==> src/rtl/bitstream_pkg.sv <==
// Shared definitions for the multi-channel bitstream accumulator:
// width helpers and the sum-encoding mode constants.
package bitstream_pkg;

  localparam logic MODE_UNIPOLAR = 1'b0;
  localparam logic MODE_BIPOLAR  = 1'b1;

  // Ceiling log2; clog2(1) = 0.
  function automatic int clog2(input int n);
    int r;
    int v;
    r = 0;
    v = n - 1;
    while (v > 0) begin
      r = r + 1;
      v = v >> 1;
    end
    return r;
  endfunction

  // Width of a per-channel count that must hold 0..WIN.
  function automatic int cw_width(input int win);
    return clog2(win + 1);
  endfunction

  // Width of the signed scaled sum: magnitude bits, shift, sign.
  function automatic int ow_width(input int nch, input int win, input int shift);
    return clog2(nch * win + 1) + shift + 1;
  endfunction

endpackage

==> src/rtl/bitstream_accum_if.sv <==
// Result port of the bitstream accumulator.
// Handshake: the producer raises out_valid with out_sum/out_ch stable; a
// transfer happens on any clock edge where out_valid && out_ready. The
// producer never waits for out_ready: a new result overwrites an unaccepted
// one and raises the sticky overrun flag.
interface bitstream_accum_if #(
  parameter int NCH   = 4,
  parameter int WIN   = 32,
  parameter int SHIFT = 1
);
  import bitstream_pkg::*;

  localparam int CW = cw_width(WIN);
  localparam int OW = ow_width(NCH, WIN, SHIFT);

  logic [OW-1:0]     out_sum;
  logic [NCH*CW-1:0] out_ch;
  logic              out_valid;
  logic              out_ready;
  logic              overrun;

  modport master (
    output out_sum, out_ch, out_valid, overrun,
    input  out_ready
  );

  modport slave (
    input  out_sum, out_ch, out_valid, overrun,
    output out_ready
  );

endinterface

==> src/rtl/bs_chan_counter.sv <==
// One channel's ones counter: loads the bit at window start, adds otherwise.
module bs_chan_counter #(
  parameter int CW = 6
) (
  input  logic          clk,
  input  logic          rst,
  input  logic          en,
  input  logic          first,
  input  logic          clr,
  input  logic          bit_i,
  output logic [CW-1:0] acc_o
);

  logic [CW-1:0] acc_q;

  // Accumulate enabled samples; clr wins over en, first restarts the count.
  always_ff @(posedge clk or negedge rst) begin
    if (!rst) begin
      acc_q <= '0;
    end else if (clr) begin
      acc_q <= '0;
    end else if (en) begin
      if (first) acc_q <= CW'(bit_i);
      else       acc_q <= acc_q + CW'(bit_i);
    end
  end

  assign acc_o = acc_q;

endmodule

==> src/rtl/bitstream_accum.sv <==
// Multi-channel bitstream accumulator: counts ones per channel over a window
// of WIN enabled samples and publishes counts plus a scaled channel sum.
module bitstream_accum
  import bitstream_pkg::*;
#(
  parameter int NCH   = 4,
  parameter int WIN   = 32,
  parameter int SHIFT = 1
) (
  input  logic           clk,
  input  logic           rst,
  input  logic           en_in,
  input  logic           clr,
  input  logic [NCH-1:0] bits_in,
  input  logic           bipolar,
  bitstream_accum_if.master out_if
);

  localparam int CW = cw_width(WIN);
  localparam int OW = ow_width(NCH, WIN, SHIFT);
  localparam int SW = clog2(NCH * WIN + 1);
  localparam int PW = clog2(WIN);

  localparam logic [PW-1:0] LAST  = PW'(WIN - 1);
  localparam logic [OW-1:0] TOTAL = OW'(NCH * WIN);

  logic [PW-1:0]     phase_q, phase_d;
  logic              first;
  logic              complete;
  logic [NCH*CW-1:0] acc;
  logic [NCH*CW-1:0] next_ch;
  logic [SW-1:0]     sum;
  logic [OW-1:0]     sum_ext;
  logic [OW-1:0]     conv;

  logic [OW-1:0]     out_sum_q;
  logic [NCH*CW-1:0] out_ch_q;
  logic              valid_q;
  logic              overrun_q;

  assign first    = (phase_q == '0);
  // A window completes on the WIN-th enabled sample; clr discards that sample.
  assign complete = en_in && (phase_q == LAST) && !clr;

  for (genvar g = 0; g < NCH; g++) begin : g_chan
    bs_chan_counter #(.CW(CW)) u_chan (
      .clk   (clk),
      .rst   (rst),
      .en    (en_in),
      .first (first),
      .clr   (clr),
      .bit_i (bits_in[g]),
      .acc_o (acc[g*CW +: CW])
    );
  end

  // Phase advance with wrap at the window end; holds while disabled.
  always_comb begin
    phase_d = phase_q;
    if (en_in) begin
      if (phase_q == LAST) phase_d = '0;
      else                 phase_d = phase_q + PW'(1);
    end
  end

  // Final counts include the current sample; sum them and encode the result.
  always_comb begin
    next_ch = '0;
    sum     = '0;
    for (int i = 0; i < NCH; i++) begin
      next_ch[i*CW +: CW] = acc[i*CW +: CW] + CW'(bits_in[i]);
      sum = sum + SW'(next_ch[i*CW +: CW]);
    end
    sum_ext = OW'(sum);
    if (bipolar == MODE_BIPOLAR) conv = ((sum_ext << 1) - TOTAL) << SHIFT;
    else                         conv = sum_ext << SHIFT;
  end

  // Phase, output registers, valid/ready handshake and sticky overrun.
  always_ff @(posedge clk or negedge rst) begin
    if (!rst) begin
      phase_q   <= '0;
      out_sum_q <= '0;
      out_ch_q  <= '0;
      valid_q   <= 1'b0;
      overrun_q <= 1'b0;
    end else if (clr) begin
      phase_q   <= '0;
      out_sum_q <= '0;
      out_ch_q  <= '0;
      valid_q   <= 1'b0;
      overrun_q <= 1'b0;
    end else begin
      phase_q <= phase_d;
      if (complete) begin
        out_sum_q <= conv;
        out_ch_q  <= next_ch;
        valid_q   <= 1'b1;
        if (valid_q && !out_if.out_ready) overrun_q <= 1'b1;
      end else if (valid_q && out_if.out_ready) begin
        valid_q <= 1'b0;
      end
    end
  end

  assign out_if.out_sum   = out_sum_q;
  assign out_if.out_ch    = out_ch_q;
  assign out_if.out_valid = valid_q;
  assign out_if.overrun   = overrun_q;

endmodule

==> src/flat_wrapper.sv <==
// flat-port wrapper written by rule: the top's interface ports become plain ports
module bitstream_accum_flat import bitstream_pkg::*;
#(
  parameter int NCH   = 4,
  parameter int WIN   = 32,
  parameter int SHIFT = 1
)
  (clk, rst, en_in, clr, bits_in, bipolar, out_if_out_sum, out_if_out_ch, out_if_out_valid, out_if_overrun, out_if_out_ready);
  bitstream_accum_if #(.NCH(NCH), .WIN(WIN), .SHIFT(SHIFT)) out_if_i ();
  input  logic clk;
  input  logic rst;
  input  logic en_in;
  input  logic clr;
  input  logic [NCH-1:0] bits_in;
  input  logic bipolar;
  output wire logic [$bits(out_if_i.out_sum)-1:0] out_if_out_sum;
  output wire logic [$bits(out_if_i.out_ch)-1:0] out_if_out_ch;
  output wire logic [$bits(out_if_i.out_valid)-1:0] out_if_out_valid;
  output wire logic [$bits(out_if_i.overrun)-1:0] out_if_overrun;
  input wire logic [$bits(out_if_i.out_ready)-1:0] out_if_out_ready;
  assign out_if_out_sum = out_if_i.out_sum;
  assign out_if_out_ch = out_if_i.out_ch;
  assign out_if_out_valid = out_if_i.out_valid;
  assign out_if_overrun = out_if_i.overrun;
  assign out_if_i.out_ready = out_if_out_ready;
  bitstream_accum #(.NCH(NCH), .WIN(WIN), .SHIFT(SHIFT)) u_core (.clk(clk), .rst(rst), .en_in(en_in), .clr(clr), .bits_in(bits_in), .bipolar(bipolar), .out_if(out_if_i));
endmodule
==> config.mk <==
export PLATFORM = sky130hd
export DESIGN_NAME = bitstream_accum_flat
export DESIGN_NICKNAME = d
export VERILOG_FILES = /design/src/rtl/bitstream_pkg.sv /design/src/rtl/bitstream_accum_if.sv /design/src/rtl/bs_chan_counter.sv /design/src/rtl/bitstream_accum.sv /design/src/flat_wrapper.sv
export SDC_FILE = /design/constraint.sdc
export NUM_CORES = 1
export LEC_CHECK = 0
export CORE_MARGIN = 4
export CORE_UTILIZATION = 34
export CTS_BUF_LIST = sky130_fd_sc_hd__clkbuf_16
export DETAILED_ROUTE_END_ITERATION = 10
export PLACE_DENSITY = 0.56
export SLEW_MARGIN = 10
export SYNTH_ARGS = -nofsm -noshare
export SYNTH_HDL_FRONTEND = slang
export SYNTH_SLANG_ARGS = --single-unit
==> constraint.sdc <==
create_clock -name clk -period 5.1 [get_ports clk]
set_input_delay 0.765 -clock clk [delete_from_list [all_inputs] [get_ports clk]]
set_output_delay 0.765 -clock clk [all_outputs]
set_load 0.05 [all_outputs]
# Word level (Yosys, flattened, before mapping)
# Index checks and enable logic that the tools add are counted.
[totals] reg_bits=65 latch_bits=0 mem_bits_rw=0 romBits=0 in_bits=10 output_inout_bits=36 elab_cells=57 mem_count=0
[classes] add_sub_neg=9 n_mul=0 div_mod_pow=0 n_lt_le_gt_ge=0 eq_ne=1 shifts=0 muxes=26 bitwise_logic=0 reduce_logical=12
[op_table] op="$mux 6" count=12
[op_table] op="$mux 24" count=2
[op_table] op="$mux 10" count=3
[op_table] op="$add 6x1->6" count=4
[op_table] op="$add 8x6->8" count=2
[op_table] op="$mux 5" count=3
[op_table] op="$sub 9x8->9 const B" count=1
[op_table] op="$add 6x6->7" count=1
[op_table] op="$mux 1" count=6
[op_table] op="$reduce_bool 2->1" count=3
[op_table] op="$add 5x1->5 const B" count=1
[op_table] op="$eq 5x5->1 const B" count=1
[op_table] op="$logic_not 5->1" count=1
[op_table] op="$logic_and 1x1->1" count=4
[op_table] op="$reduce_bool 3->1" count=1
[op_table] op="$logic_not 1->1" count=2
[op_table] op="$reduce_and 2->1" count=1

# Logic depth before layout (Yosys ltp)
[logic_depth] word_depth=8 ltp_mapped=18 mapped_depth_nobuf=17

# Modules after synthesis
# A second synthesis with hierarchy kept.
[hier_totals] hier_cells=410 hier_area_um2=3991.3
[by_module_without_submodules] module="bitstream_accum" n_inst=1 cells_each=250 area_per_inst_um2=2514.9 seq_area_each_um2=1001.0
[by_module_without_submodules] module="bs_chan_counter" n_inst=4 cells_each=40 area_per_inst_um2=369.1 seq_area_each_um2=150.1

# Worst setup path before layout
# Ideal clock, no wire load.
[synth_path] kind="input-to-reg" start="input port bits_in[0]" end="register u_core.out_sum_q[8], in the netlist u_core.out_if.out_sum[8]" setup_ns=0.127 arrival_ns=3.963 required_time_ns=4.973 path_slack_ns=1.010 path_stages=17 n_path_buf=1 path_cell_list="ha_1 ha_1 ha_1 a21o_1 a21oi_1 o21bai_1 a21oi_1 xor2_1 fa_1 inv_1 ha_1 buf_4 or3b_1 o211ai_1 a311oi_2 nor2_1 o41ai_2"
[synth_via] elab_chain_len=8
[synth_rtl] item="start, declared" line="flat_wrapper.sv:14" source="input logic [NCH-1:0] bits_in;"
[synth_rtl] item="$add 6x1->6 (*)" line="bitstream_accum.sv:71" source="next_ch[i*CW +: CW] = acc[i*CW +: CW] + CW'(bits_in[i]);"
[synth_rtl] item="$add 6x6->7 (*)" line="bitstream_accum.sv:72" source="sum = sum + SW'(next_ch[i*CW +: CW]);"
[synth_rtl] item="$add 8x6->8 (*) (2 in series)" line="bitstream_accum.sv:72"
[synth_rtl] item="$sub 9x8->9" line="bitstream_accum.sv:75" source="if (bipolar == MODE_BIPOLAR) conv = ((sum_ext << 1) - TOTAL) << SHIFT;"
[synth_rtl] item="$mux 10 (*)" line="bitstream_accum.sv:75"
[synth_rtl] item="$mux 10 (*)" line="bitstream_accum.sv:95" source="if (complete) begin"
[synth_rtl] item="$mux 10 (*)" line="bitstream_accum.sv:87" source="end else if (clr) begin"
[synth_rtl] item="end signal, assigned" line="bitstream_accum.sv:96" source="out_sum_q <= conv;"
[synth_rtl] item="end, declared" line="bitstream_accum.sv:36" source="logic [OW-1:0] out_sum_q;"
# Every way passes the cells marked *; elsewhere a longest branch is shown, timed or not. The select of a mux whose other input is x is not followed.
# A chain may end at the register's enable or synchronous reset.

# Worst setup path in the final report
# Ends and elaborated chain as after synthesis.

==> out/results.ini <==
[yosys]
synth_nets=427
synthMuxAreaShare_pct=2.98
synth_top_family_by_area=compound AO/OA/AOI/OAI gates
synth_xor_area_share_pct=5.15
ys_ff_latch=64
synth_top_area_share_pct=42.8
synth_enable_flop_cells=0
synth_ff_type=dfrtp_1
seq_area_frac_synth_pct=42.8
ys_warn_count=0
ys_top_cells_by_area=dfrtp_1 43%, ha_1 8.0%, a211oi_1 4.4%, nand2_1 4.3%, fa_1 4.3%
synthCells=385
postSynthAreaPerCell_um2=9.72
yosys.area_share.simple_pct=14.7
synthArstFlopShare_pct=100
synth_top_cell_by_area=dfrtp_1
yosysUniqueCellTypes=49
synthAdderAreaFrac_pct=12.3
synth_compound_area_share_pct=15.5
netlist_area_um2=3740

[sta]
fmax_mhz=217
worst_slew_pin_slew_ns=0.821
setup_viol=0
hold_ws_ns=0.499
setup_tns_ns=0
period_needed_ns=4.60
rsz0062_at_grt=no
worst_slew_margin_rel_pct=45.3
slew_violations=0
fin_crit_sh_pct=90.2
fin_skew_ns=0.00555
hold_viol=0

[die]
ioPinCount=46
fp.dieW_um=113
dieHeight_um=113
row_count=38
design.die.area_um2=12700
initial_utilization_pct=34.7
core_um2=10800

[global_route]
grt-ovfl-total=0
grt_max_degree=65
grt_pass1_wl_um=14400
grt_usage_pct=14.0
antenna_found_initial=0
grt_pass1_vias=2805

[setup_path]
r2r-start=u_core.g_chan[0].u_chan.acc_o[0]
cp_common_cell=ha_1
path_delay_family=adder cells
cp_cell_sequence=clkdlybuf4s50_1, ha_1, ha_1, xor2_1, ha_1, a21oi_1, o21bai_1, a21oi_1, xor2_1, fa_1, inv_1, ha_1, or3b_1, o211ai_1, a311oi_2, nor2_1, o41ai_2
r2r_cells=16
cp.required_ns=5.32
crit_arrival_ns=4.82
worstSetupPathType=input pin to register
path_buf_inv=2
critPathSlowestCell=fa_1
slowest_delay_ns=0.56
start_kind=input pin
end_kind=register
crit_cells=17
crit_start=bits_in[0]
worstPathMaxFanout=8

[flow_run]
maxCapViolCount=0

[pwr]
pwr-share-clk_pct=47.8
max-vdd-ir-drop_v=0.000154
switching_power_mw=0.291
swShare_pct=23.9
comb_power_share_pct=10.0
seq_power_share_pct=42.3
internal_power_mw=0.929
power_density_nw_per_um2=269
p_leak_nw=2.13

[drt]
drc_errors=0
dr.pass1.iters=4
drtIter0Drc=77
wl_per_cell_um=14.9
num_vias=2778
finalWirelength_um=8470
ant_nets=0
vias_per_cell=4.88

[layout]
drive_above_1_share_pct=7.23
multi_input_area_um2=1900
diodes=0
register_area_um2=1600
nFillCells=1080
syn_to_final_growth_pct=21.2
finalNetCount=466

[min_path]
whs_path_depth=2
hp-class=register to register
min-delay-start=u_core.g_chan[3].u_chan.acc_o[5]

[cts]
h-tree-depth=3
cts.path.max_buffers=2
ctsHoldBuffers=0
insertion_delay_ns=0.32
cts-buffers-inserted=9
post_cts_buffers=0
root_buffer=clkbuf_16
cts_tree=yes
clkSlewWorstSetupHoldPaths_ns=0.05
clock-sinks=64
post_cts_resized=0

[placement]
gp_congestion=0.857
dp_hpwl_um=6050
port_buffers=44

[status]
outcome=completed

==> flip-flops by register name (all words and copies together), names as in the netlist <==
register and flops:
u_core.out_if.overrun 1, u_core.phase_q 5, u_core.out_if.out_valid 1, u_core.g_chan.u_chan.acc_o 24, u_core.out_if.out_sum 9, u_core.out_if.out_ch 24
==> cell usage after synthesis, types with 5 or more instances <==
cell type	n
o21ai_1	17
and3_1	5
fa_1	8
ha_1	24
o21ai_0	6
xor2_1	15
nor2_1	38
mux2i_1	10
inv_1	27
a211oi_1	22
nand3_1	13
buf_2	5
clkbuf_1	8
dfrtp_1	64
nand2_1	43
a21oi_1	22
xnor2_1	7
==> placed cells by master (no fill, tap or decap), types with 3 or more instances in the layout <==
| master | n |
|---|---|
| o21ai_0 | 6 |
| a211oi_1 | 22 |
| o21ai_1 | 17 |
| nor3_1 | 3 |
| buf_4 | 5 |
| mux2i_1 | 10 |
| nand2_1 | 43 |
| and3_1 | 5 |
| inv_1 | 30 |
| xnor2_1 | 7 |
| nand3_1 | 13 |
| fa_1 | 8 |
| ha_1 | 24 |
| xor2_1 | 15 |
| nor2_1 | 38 |
| a21oi_1 | 22 |
| clkdlybuf4s50_1 | 43 |
| a21o_1 | 4 |
| clkinv_2 | 3 |
| clkbuf_16 | 9 |
| dfrtp_1 | 64 |
==> layer usage <==
layer  vias up  GRT usage, %  wire length, um
li1       1390             -                -
met1      1315          21.0             4420
met2        65          19.9             3490
met3         8          4.12              476
met4         0          3.37               76
met5         -             0                0
==> layout make-up <==
class	count	area share, %
flip-flops and latches	64	35.3
inverters	28	2.32
repair buffers	49	10.4
clock inverters	7	1.24
clock buffers	9	4.96
multi-input cells	272	41.9
well taps	140	3.86
==> metrics by stage <==
step                power [mW]  cells  worst slack (ns)  instance area [um2]  util, %
finish                    1.22    569             0.499                 4540     42.0
global route              1.28    569             0.223                 4540     42.0
CTS                       1.24    569             0.508                 4540     42.0
detailed placement       0.648    553             0.157                 4260     39.4
global placement         0.647    553             0.314                 4260     39.4
floorplan                0.606    385              1.01                 3740        -
==> logic make-up (layout without fill, tap and decap cells) <==
kind of cell    Yosys count  in the layout
other cells               1              1
compound gates           88             88
fa+ha+maj                32             32
buf+inv                  49             93
flops                    64             64
simple gates            118            118
xor+xnor                 22             22
mux                      11             11
==> worst reg2reg max path, stage by stage (launching register included) <==
cell	delay, ns
dfrtp_1	0.38
ha_1	0.23
ha_1	0.32
ha_1	0.30
a21o_1	0.18
a21oi_1	0.24
o21bai_1	0.10
a21oi_1	0.18
xor2_1	0.11
fa_1	0.56
inv_1	0.05
ha_1	0.43
or3b_1	0.15
o211ai_1	0.09
a311oi_2	0.27
nor2_1	0.09
o41ai_2	0.28
==> power groups by stage <==
stage / registers (mW) / clock network (mW) / logic [mW]
finish: 0.516 / 0.583 / 0.122
CTS: 0.516 / 0.600 / 0.125
global placement: 0.525 / 0 / 0.123
floorplan: 0.524 / 0 / 0.0823
detailed placement: 0.525 / 0 / 0.123
global route: 0.516 / 0.623 / 0.141
==> worst paths after layout <==
check	slack (ns)	end
worst max-delay path	0.50	u_core.out_if.out_sum[8]
max in group asynchronous	3.94	u_core.g_chan[3].u_chan.acc_o[0]
worst min-delay path	0.50	u_core.g_chan[3].u_chan.acc_o[5]
min in group asynchronous	0.62	u_core.out_if.out_sum[5]
worst min register to register	0.50	u_core.g_chan[3].u_chan.acc_o[5]
worst max register to register	1.02	u_core.out_if.out_sum[8]
(Power assumes the default switching activity.)
==> RTL edit, RTL diff (same settings) <==
`NCH` is set to 4 in 3 places; all go to 8.
--- a/src/rtl/bitstream_accum_if.sv
+++ b/src/rtl/bitstream_accum_if.sv
@@ -4,7 +4,7 @@
 // producer never waits for out_ready: a new result overwrites an unaccepted
 // one and raises the sticky overrun flag.
 interface bitstream_accum_if #(
-  parameter int NCH   = 4,
+  parameter int NCH   = 8,
   parameter int WIN   = 32,
   parameter int SHIFT = 1
 );
--- a/src/rtl/bitstream_accum.sv
+++ b/src/rtl/bitstream_accum.sv
@@ -3,7 +3,7 @@
 module bitstream_accum
   import bitstream_pkg::*;
 #(
-  parameter int NCH   = 4,
+  parameter int NCH   = 8,
   parameter int WIN   = 32,
   parameter int SHIFT = 1
 ) (
--- a/src/flat_wrapper.sv
+++ b/src/flat_wrapper.sv
@@ -1,7 +1,7 @@
 // flat-port wrapper written by rule: the top's interface ports become plain ports
 module bitstream_accum_flat import bitstream_pkg::*;
 #(
-  parameter int NCH   = 4,
+  parameter int NCH   = 8,
   parameter int WIN   = 32,
   parameter int SHIFT = 1
 )
Interface: changed (resized bits_in, out_if_out_ch and out_if_out_sum); port bits go from 46 to 75. No check against the original RTL was run, so the function may have changed too.
==> RTL edit against the original RTL <==
- the run now ends with negative setup slack left
- non-clock buffer count up 99
- first-iteration DRC count rose to 4.6 times the old value
- clock skew up 0.0081 ns
- power up 130%
- area after synthesis up 69%
- worst setup slack worse by 0.73 ns
- final area up 94%
- sequential cell count up 49
- synthesized cell count up 62%
- wire length up 98%
- maximum frequency down 14%
- largest cell class unchanged
==> RTL edit: results (changes against the original RTL) <==
status finished, violations left; failing checks negative setup slack; initial antenna violation count 1 (+1); Placed Instances 965 (+75%); Fill cells 1670 (+55%); worst reg2reg setup slack -0.19 ns (-1.21 ns); Multi-Input Combinational 416 (+53%); setup bufs post-CTS 6 (+6); post_cts resized 22 (+22); post-synthesis area per instance 10.1 µm² (+4.3%); CP Data Arrival Time 5.66 ns (+0.84 ns); reg2reg end u_core.out_if.out_sum[10]$_DFFE_PN0P_; Synth area leaders dfrtp_1, fa_1, ha_1, o21ai_0, nand2_1; Final Non-Filler Cells 1008 (+77%); Post-synth top cells dfrtp_1, nand2_1, inv_1; R2R depth 23 (+7); Worst setup startpoint bits_in[4]; setup ws final -0.236 ns (-0.735 ns); clock network area share 0.0674 (+0.00530); number of CTS-inserted buffers 17 (+8); setup violators final 5 (+5); Slew headroom 0.185 (-0.267); fraction of layout cells with a size suffix above 1 0.232 (+0.160); worst clock skew 0.0136 ns (+0.00807 ns); HP Class in -> async; routability cong. 0.834 (-2.7%); first-pass GRT wire length 27200 µm (+89%); detailed placement HPWL 12100 µm (+100%); Iteration-0 DRC Markers 356 (+360%); sequential share of cell area 0.321 (-0.0324); XOR/XNOR Fraction of Synth Area 0.0567 (+0.00518); buffers outside the clock class 148 (+200%); VDD IR max 0.269 mV (+75%); Synth Net Count 707 (+66%); synthesized-area fraction occupied by adder cells 0.169 (+0.0456); PortBufs 73 (+66%); end-of-flow core utilization 0.486 (+0.0659); Max stage delay on crit path 0.55 ns; via count 4931 (+78%); fraction of area in multi-input gates 0.402 (-0.0166); register area share after synthesis 0.446 (+0.0182); clock latency on the worst-skew pair 0.42 ns (+0.10 ns); Non-clock inverters 70 (+150%); switching power total 804 µW (+180%); non-clock buffer area fraction after layout 0.147 (+0.0432); Synth Area in Compound Gates 0.140 (-0.0152); crit path max fanout 3 (-5); Area after DPL 7920 µm² (+86%); vias in the first global route 5164 (+84%); Place WS -1.13 ns (-1.29 ns); Synth Register Bits 113 (+77%); largest net degree at the start of global routing 70 (+7.7%); Pleak 4.14 nW (+94%)
[RTL edit: cell types whose count changed in the layout (fill, tap and decap cells not counted), moves of 11 or more]
cell and delta:
nand2_1 +41, o21ai_0 +58, clkdlybuf4s50_1 +27, a21oi_1 -15, inv_2 +11, a22o_1 +17
a211oi_1 -14, dfrtp_1 +48, inv_1 +29, ha_4 +12, nor2_1 -17, buf_4 +69
fa_1 +18
[RTL edit: power by group through the flow]
stage,clock network [mW],logic [mW],registers [mW]
floorplan,0,0.341,0.928
global placement,0,0.564,0.929
detailed placement,0,0.567,0.929
CTS,1.22,0.589,0.914
global route,1.26,0.744,0.915
finish,1.20,0.669,0.915
[RTL edit: routing by layer]
layer | share of wire | vias up | global-route usage
met2 | 0.47 | 118 | 0.258
met1 | 0.47 | 2442 | 0.240
met3 | 0.046 | 11 | 0.0413
met5 | 0.00077 | - | 0
li1 | - | 2358 | -
met4 | 0.0089 | 2 | 0.0555
